### src/rtl/equihash_result_tx_if.sv
// Stream bundle for the host return path: source drives payload/framing,
// sink drives rdy.
interface if_axi_stream #(
    parameter int DAT_BYTS = 8
);
    logic                        val;
    logic                        rdy;
    logic                        sop;
    logic                        eop;
    logic [DAT_BYTS*8-1:0]       dat;
    logic [$clog2(DAT_BYTS)-1:0] mod;
    logic                        ctl;
    logic                        err;

    modport master (output val, sop, eop, dat, mod, ctl, err, input rdy);
    modport slave  (input val, sop, eop, dat, mod, ctl, err, output rdy);
endinterface

### src/rtl/equihash_result_tx.sv
// Queues verifier results and sends each as a two-beat reply packet
// {length, type} then {seq, mask}.
module equihash_result_tx #(
    parameter int          DAT_BYTS  = 8,
    parameter int          MASK_BITS = 8,
    parameter int          DEPTH     = 4,
    parameter logic [31:0] MSG_TYPE  = 32'h0000_0002
) (
    input  logic                   i_clk,
    input  logic                   i_rst_n,
    input  logic [MASK_BITS-1:0]   i_mask,
    input  logic                   i_mask_val,
    if_axi_stream.master           o_axi,
    output logic                   o_overflow,
    output logic [$clog2(DEPTH):0] o_pending
);
    localparam int          AW       = $clog2(DEPTH);
    localparam int          DW       = DAT_BYTS * 8;
    localparam logic [AW:0] FULL_CNT = (AW+1)'(DEPTH);
    localparam logic [AW:0] ONE_CNT  = (AW+1)'(1);

    typedef struct packed {
        logic [31:0]          seq;
        logic [MASK_BITS-1:0] mask;
    } entry_t;

    typedef enum logic [1:0] {IDLE, HDR, BODY} state_t;

    state_t          state_q, state_d;
    entry_t          mem_q [DEPTH];
    entry_t          head;
    logic [AW-1:0]   wr_q, rd_q;
    logic [AW:0]     cnt_q;
    logic [31:0]     seq_q;
    logic            ovf_q;
    logic            armed_q;
    logic            strobe, push, pop;
    logic [DW-1:0]   dat_d;

    // armed_q masks the strobe in the first cycle after reset release
    assign strobe = i_mask_val && armed_q;
    assign pop    = (state_q == BODY) && o_axi.rdy;
    // A full FIFO still takes the push when the head leaves this same cycle
    assign push   = strobe && ((cnt_q != FULL_CNT) || pop);
    assign head   = mem_q[rd_q];

    always_ff @(posedge i_clk) begin
        if (push) mem_q[wr_q] <= {seq_q, i_mask};
    end

    always_ff @(posedge i_clk or negedge i_rst_n) begin
        if (!i_rst_n) begin
            state_q <= IDLE;
            wr_q    <= '0;
            rd_q    <= '0;
            cnt_q   <= '0;
            seq_q   <= '0;
            ovf_q   <= 1'b0;
            armed_q <= 1'b0;
        end else begin
            state_q <= state_d;
            armed_q <= 1'b1;
            if (strobe)         seq_q <= seq_q + 32'd1;
            if (strobe && !push) ovf_q <= 1'b1;
            if (push)           wr_q  <= wr_q + 1'b1;
            if (pop)            rd_q  <= rd_q + 1'b1;
            case ({push, pop})
                2'b10:   cnt_q <= cnt_q + ONE_CNT;
                2'b01:   cnt_q <= cnt_q - ONE_CNT;
                default: cnt_q <= cnt_q;
            endcase
        end
    end

    always_comb begin
        state_d = state_q;
        dat_d   = '0;
        case (state_q)
            IDLE: if (cnt_q != '0) state_d = HDR;
            HDR: begin
                dat_d[63:0] = {MSG_TYPE, 32'd16};
                if (o_axi.rdy) state_d = BODY;
            end
            BODY: begin
                dat_d[31:0]           = head.seq;
                dat_d[32 +: MASK_BITS] = head.mask;
                if (o_axi.rdy) state_d = ((cnt_q > ONE_CNT) || push) ? HDR : IDLE;
            end
            default: state_d = IDLE;
        endcase
    end

    assign o_axi.val  = (state_q != IDLE);
    assign o_axi.sop  = (state_q == HDR);
    assign o_axi.eop  = (state_q == BODY);
    assign o_axi.dat  = dat_d;
    assign o_axi.mod  = '0;
    assign o_axi.ctl  = 1'b0;
    assign o_axi.err  = 1'b0;
    assign o_overflow = ovf_q;
    assign o_pending  = cnt_q;
endmodule

### src/flat_wrapper.sv
// flat-port wrapper written by rule: the top's interface ports become plain ports
module equihash_result_tx_flat 
#(
    parameter int          DAT_BYTS  = 8,
    parameter int          MASK_BITS = 8,
    parameter int          DEPTH     = 4,
    parameter logic [31:0] MSG_TYPE  = 32'h0000_0002
)
  (i_clk, i_rst_n, i_mask, i_mask_val, o_overflow, o_pending, o_axi_val, o_axi_sop, o_axi_eop, o_axi_dat, o_axi_mod, o_axi_ctl, o_axi_err, o_axi_rdy);
  if_axi_stream #(.DAT_BYTS(DAT_BYTS)) o_axi_i ();
  input  logic i_clk;
  input  logic i_rst_n;
  input  logic [MASK_BITS-1:0] i_mask;
  input  logic i_mask_val;
  output logic o_overflow;
  output logic [$clog2(DEPTH):0] o_pending;
  output wire logic [$bits(o_axi_i.val)-1:0] o_axi_val;
  output wire logic [$bits(o_axi_i.sop)-1:0] o_axi_sop;
  output wire logic [$bits(o_axi_i.eop)-1:0] o_axi_eop;
  output wire logic [$bits(o_axi_i.dat)-1:0] o_axi_dat;
  output wire logic [$bits(o_axi_i.mod)-1:0] o_axi_mod;
  output wire logic [$bits(o_axi_i.ctl)-1:0] o_axi_ctl;
  output wire logic [$bits(o_axi_i.err)-1:0] o_axi_err;
  input wire logic [$bits(o_axi_i.rdy)-1:0] o_axi_rdy;
  assign o_axi_val = o_axi_i.val;
  assign o_axi_sop = o_axi_i.sop;
  assign o_axi_eop = o_axi_i.eop;
  assign o_axi_dat = o_axi_i.dat;
  assign o_axi_mod = o_axi_i.mod;
  assign o_axi_ctl = o_axi_i.ctl;
  assign o_axi_err = o_axi_i.err;
  assign o_axi_i.rdy = o_axi_rdy;
  equihash_result_tx #(.DAT_BYTS(DAT_BYTS), .MASK_BITS(MASK_BITS), .DEPTH(DEPTH), .MSG_TYPE(MSG_TYPE)) u_core (.i_clk(i_clk), .i_rst_n(i_rst_n), .i_mask(i_mask), .i_mask_val(i_mask_val), .o_axi(o_axi_i), .o_overflow(o_overflow), .o_pending(o_pending));
endmodule
### config.mk
export PLATFORM = sky130hd
export DESIGN_NAME = equihash_result_tx_flat
export DESIGN_NICKNAME = d
export VERILOG_FILES = /design/src/rtl/equihash_result_tx_if.sv /design/src/rtl/equihash_result_tx.sv /design/src/flat_wrapper.sv
export SDC_FILE = /design/constraint.sdc
export NUM_CORES = 1
export LEC_CHECK = 0
export ABC_AREA = 1
export BUFFER_PORTS_ARGS = -buffer_cell sky130_fd_sc_hd__buf_2
export CAP_MARGIN = 5
export CORE_ASPECT_RATIO = 0.9
export CORE_UTILIZATION = 40
export CTS_BUF_LIST = sky130_fd_sc_hd__clkbuf_16
export DETAILED_ROUTE_END_ITERATION = 7
export PLACE_DENSITY = 0.66
export REMOVE_ABC_BUFFERS = 1
export SYNTH_ARGS = -nofsm -noshare
export SYNTH_HDL_FRONTEND = slang
export SYNTH_SLANG_ARGS = --single-unit
### constraint.sdc
create_clock -name i_clk -period 5.7 [get_ports i_clk]
set_input_delay 1.14 -clock i_clk [delete_from_list [all_inputs] [get_ports i_clk]]
set_output_delay 1.14 -clock i_clk [all_outputs]
set_load 0.01 [all_outputs]
# ---- Word level (Yosys, flattened, before mapping)
# Memories as Yosys holds them, arrays and structs flattened.
# Cells that the tools add are included.
dict set report word_totals {
  ram_bits 160
  reg_bits 43
  latchBits 0
  mem_count 1
  rom_bits 0
}
dict set report classes {
  div_mod_pow 0
  reduce_logical 12
  n_bitwise 0
  n_lt_le_gt_ge 1
  muxes 9
  n_eq_ne 8
  n_mul 0
  addsub 5
  n_shift 0
}
# memory depth word_bits rd rd_clocked_by_memory_dff write_ports line
set mem_list {}
lappend mem_list {u_core.mem_q 4 40 1 0 1 equihash_result_tx.sv:30} ;# entry_t mem_q [DEPTH];
# cell n
set op_table {}
lappend op_table {{$pmux W40 S2} 1}
lappend op_table {{$add A32 B1 Y32 const B} 1}
lappend op_table {{$mux W2} 3}
lappend op_table {{$ne A2 B1 Y1 const B} 3}
lappend op_table {{$pmux W2 S3} 1}
lappend op_table {{$pmux W3 S2} 1}
lappend op_table {{$add A2 B1 Y2 const B} 2}
lappend op_table {{$eq A2 B1 Y1 const B} 2}
lappend op_table {{$eq A2 B2 Y1 const B} 2}
lappend op_table {{$logic_and A1 B1 Y1} 4}
lappend op_table {{$reduce_bool A2 Y1} 2}
lappend op_table {{$add A3 B1 Y3 const B} 1}
lappend op_table {{$gt A3 B1 Y1 const B} 1}
lappend op_table {{$mux W1} 3}
lappend op_table {{$ne A3 B3 Y1 const B} 1}
lappend op_table {{$reduce_and A3 Y1} 1}
lappend op_table {{$reduce_bool A3 Y1} 1}
lappend op_table {{$sub A3 B1 Y3 const B} 1}
lappend op_table {{$logic_not A2 Y1} 1}
lappend op_table {{$logic_or A1 B1 Y1} 2}
lappend op_table {{$logic_not A1 Y1} 1}

# ---- Logic depth before layout (Yosys ltp)
dict set report depth {
  ltp_word 8
  depth_mapped 13
}

# ---- Least setup slack after synthesis
# No wires, ideal clock.
dict set report synth_timing {
  path_kind {input -> register}
  from {input port o_axi_rdy}
  to {memory u_core.mem_q[0][0] (netlist name), enable pin}
  n_path_buf 0
  slack_ns 2.056
  arrival_time_ns 3.207
  setup_ns 0.437
  t_required_ns 5.263
  cell_stages 6
  cell_sequence {nand2_1 > inv_1 > nor2_1 > nand2_1 > nand2_2 > nor2_1}
}
dict set report synth_between {
  elab_chain_len 5
}
# element line
set synth_rtl {}
lappend synth_rtl {{start: declaration} flat_wrapper.sv:24} ;# input wire logic [$bits(o_axi_i.rdy)-1:0] o_axi_rdy;
lappend synth_rtl {{$logic_and A1 B1 Y1} equihash_result_tx.sv:42} ;# assign pop = (state_q == BODY) && o_axi.rdy;
lappend synth_rtl {{via u_core.pop} equihash_result_tx.sv:37} ;# logic strobe, push, pop;
lappend synth_rtl {{$logic_or A1 B1 Y1} equihash_result_tx.sv:44} ;# assign push = strobe && ((cnt_q != FULL_CNT) || pop);
lappend synth_rtl {{$logic_and A1 B1 Y1} equihash_result_tx.sv:44}
lappend synth_rtl {{$mux W1} equihash_result_tx.sv:48} ;# if (push) mem_q[wr_q] <= {seq_q, i_mask};
lappend synth_rtl {{$mux W1 (not written as such)} equihash_result_tx.sv:48}
lappend synth_rtl {{end: declaration} equihash_result_tx.sv:30}
# The timed path passes the listed nets, and every way through them passes these cells.

# ---- Worst setup path after layout
dict set report layout_timing {
  from {register u_core.rd_q[0]}
  to {output port o_axi_dat[33]}
}
dict set report layout_between {
  elab_chain_len 2
}
# element line
set layout_rtl {}
lappend layout_rtl {{start: declaration} equihash_result_tx.sv:32} ;# logic [AW-1:0] wr_q, rd_q;
lappend layout_rtl {{start signal: assignment} equihash_result_tx.sv:66} ;# if (pop) rd_q <= rd_q + 1'b1;
lappend layout_rtl {{$mem_v2 Z4 W40} --}
lappend layout_rtl {{$pmux W40 S2} equihash_result_tx.sv:78} ;# case (state_q)
lappend layout_rtl {{end: declaration} flat_wrapper.sv:20} ;# output wire logic [$bits(o_axi_i.dat)-1:0] o_axi_dat;
# No other way between the ends.

==> key figures <==
Floorplan
  – Die X: 158.7 microns
  – Ports: 88
  – Initial core utilization: 0.4088
  – Row cnt: 51
  – Die Footprint: 0.02271 sq mm
  – Die H: 143.1 microns
  – Core area: 0.02163 sq mm

STA
  – Maximum achievable frequency: 279.3 MHz
  – Worst-margin pin slew: 0.9369 ns
  – Setup_tns: 0 ns
  – Worst clock skew: 0.01209 ns
  – Max_slew headroom: 0.3754
  – Final period util: 0.6281
  – Max-slew violation count: 0
  – Final hold viol count: 0
  – Setup violations, final: 0
  – Min cycle time layout: 3.580 ns
  – RSZ-0062 raised after global routing: no

Yosys
  – Syn Area/Cell: 10.96 sq um
  – XOR/XNOR Fraction of Synth Area: 0.02377
  – Syn Inst Count: 807
  – Simple-Gate Fraction of Synth Area: 0.1544
  – Synth Cell Area: 0.008843 sq mm
  – Count of state elements after synthesis: 203
  – Count leader, synth: nor2_1
  – Post-synthesis mux area share: 0
  – Commonest cells in the netlist: nor2_1 (200), edfxtp_1 (160), o21ai_0 (84), nand2_1 (73), inv_1 (47)
  – Largest family of logic cells by synthesized area: simple AND/OR/NAND/NOR gates
  – Area leader, netlist: edfxtp_1
  – Synth Area in Compound Gates: 0.07569
  – Top cell type's share of synthesized area: 0.5433
  – Synth async-reset ratio: 0.2118
  – Synth cell types: 31
  – EDFF count, synth: 160
  – Dominant synthesized flop cell: edfxtp_1
  – Synth top area cells: edfxtp_1 (54%), dfrtp_1 (12%), nor2_1 (8.5%)
  – Adder-cell share of the synthesized area: 0.01981
  – Yosys Warn Count: 0
  – Sequential area share after synthesis: 0.6650

Drt
  – Final wirelength: 18140 microns
  – DRC viols: 0
  – DRT Pass-1 Iters: 4
  – Iter 0 DRT Violations: 395
  – Vias/cell: 4.882
  – Vias: 5732
  – Wire per inst: 15.45 microns
  – Routed Antenna Nets: 0

CTS
  – Clk slew on worst S/H paths: 0.06 ns
  – Post_cts resized: 0
  – Clk_lat worst skew: 0.50 ns
  – Hold_buf cts: 0
  – CTS Sinks: 203
  – CTS tree: done
  – H-tree Lvls: 1
  – Root Buffer: clkbuf_16
  – Clock Tree Buf Depth: 3
  – CTS Buf Count: 21
  – Post-CTS setup buffers: 0

Setup path
  – Worst Path Buf+Inv: 4
  – Arr. time, crit path: 2.44 ns
  – Crit Path Class: reg -> out
  – Crit-path leading delay family: buffers and inverters
  – CP max stage delay: 0.51 ns
  – Critical Path End Type: output pin
  – CP required: 4.56 ns
  – Crit path launch type: flip-flop
  – Worst-path cell chain: inv_2, buf_4, o21ai_0, o22ai_1, o21ai_1, inv_1, buf_2
  – CP max FO: 54
  – Slowest CP cell: buf_4

Cells and area
  – Share of layout cells above drive strength 1: 0.1382
  – Nets: 894
  – Area grow syn2layout: 12.69%
  – # diodes: 0

Global route
  – Gr usage total: 0.1620
  – Vias in the first global route: 5323
  – Largest net degree at the start of global routing: 82
  – Gr ovfl total: 0
  – Initial antenna violation count: 0
  – First-pass GRT wire length: 29320 microns

Min path
  – Hold crit path type: reg -> reg

Run
  – Maximum capacitance violations: 0

Power and ir drop
  – Leak: 3.876 nW
  – VDD IR max: 0.0002727 V
  – Power per Cell Area: 425.4 mW/mm^2
  – Final Power: 0.004240 W

Placed design
  – Global placement routability congestion: 0.7773
  – PortBufs: 58
  – DPL Wire Length: 10620 microns

Run status
  – Status: complete, no violations
==> worst register-to-register path, delay by kind of cell, from the launching register on <==
| kind | cells | cell delay, ns |
|---|---|---|
| simple gates | 5 | 1.00 |
| buf+inv | 3 | 0.65 |
| flops | 1 | 0.42 |
| fa+ha+maj | 1 | 0.28 |
==> flip-flops by register name (all words and copies together) (netlist names) <==
signal             flops
u_core.o_overflow      1
u_core.armed_q         1
u_core.wr_q            2
u_core.state_q         2
u_core.rd_q            2
u_core.o_pending       3
u_core.seq_q          32
u_core.mem_q         160
==> placed cells by master (no fill, tap or decap), types with 3 or more instances in the layout <==
| master | netlist | final |
|---|---|---|
| clkinv_2 | 1 | 5 |
| dfrtp_1 | 43 | 42 |
| nor2_2 | 7 | 7 |
| nand2_2 | 3 | 3 |
| buf_2 | 13 | 58 |
| clkbuf_16 | 0 | 21 |
| nor3_1 | 3 | 3 |
| nand4_1 | 7 | 7 |
| clkinv_1 | 0 | 8 |
| o21ai_0 | 84 | 84 |
| nand3_1 | 20 | 20 |
| a21oi_1 | 39 | 39 |
| edfxtp_1 | 160 | 160 |
| nand2_1 | 73 | 73 |
| inv_2 | 3 | 3 |
| o21ai_1 | 4 | 4 |
| conb_1 | 2 | 30 |
| xnor2_1 | 8 | 8 |
| inv_1 | 47 | 51 |
| ha_1 | 14 | 14 |
| nor2_1 | 200 | 196 |
| xor2_1 | 16 | 16 |
| nor2_4 | 5 | 9 |
| buf_4 | 29 | 10 |
==> cells by family after synthesis <==
kind of cell / after synthesis
simple gates: 323
flops: 203
compound gates: 132
buf+inv: 109
xor+xnor: 24
fa+ha+maj: 14
other cells: 2
==> stage by stage <==
stage                     hold WS (ns)  setup slack, ns    util  std cells  cell area [sq um]
final                           0.4981            2.120  0.4607       1174               9966
after global routing            0.5164            1.953  0.4607       1174               9966
after CTS                       0.5023            2.091  0.4607       1174               9966
after detailed placement        0.4768            2.545  0.4330       1136               9366
after global placement          0.4902            2.644  0.4330       1136               9366
after floorplan                 0.4969            1.721       -        777               8606
==> power by group <==
group	switching [W]	total, W	internal [W]
Combinational	0.000819	0.00118	0.000364
Clock	0.000543	0.00121	0.000668
Sequential	0.0000852	0.00185	0.00176
Total	0.00145	0.00424	0.00279
==> final timing paths <==
| check | slack [ns] | from | cells after the start | to |
|---|---|---|---|---|
| max reg2reg | 3.02 | u_core.state_q[0] | 9 | u_core.mem_q[3][22] |
| min reg2reg | 0.50 | u_core.o_overflow | 1 | u_core.o_overflow |
| max | 2.12 | u_core.rd_q[0] | 7 | o_axi_dat[33] |
| max in group asynchronous | 4.55 | i_rst_n | 2 | u_core.rd_q[0] |
| min in group asynchronous | 0.73 | i_rst_n | 2 | u_core.armed_q |
| min | 0.50 | u_core.o_overflow | 1 | u_core.o_overflow |
==> routing by layer <==
layer | vias up | GRT usage | part of all wire
met4 | 0 | 0.04088 | 0.018
met3 | 30 | 0.02382 | 0.049
li1 | 2780 | - | -
met1 | 2756 | 0.2312 | 0.48
met2 | 166 | 0.2599 | 0.45
met5 | - | 0 | 0
==> area by class of cell <==
cell class / count / area (sq um)
Sequential cell: 203 / 5882
Clock buffer: 21 / 525.5
Tap cell: 291 / 364.1
Multi-Input combinational cell: 523 / 2562
Inverter: 51 / 192.7
Clock inverter: 17 / 73.82
Fill cell: 1981 / 11670
Timing Repair Buffer: 68 / 365.4
Note: power is estimated with default switching activity, not from simulation.
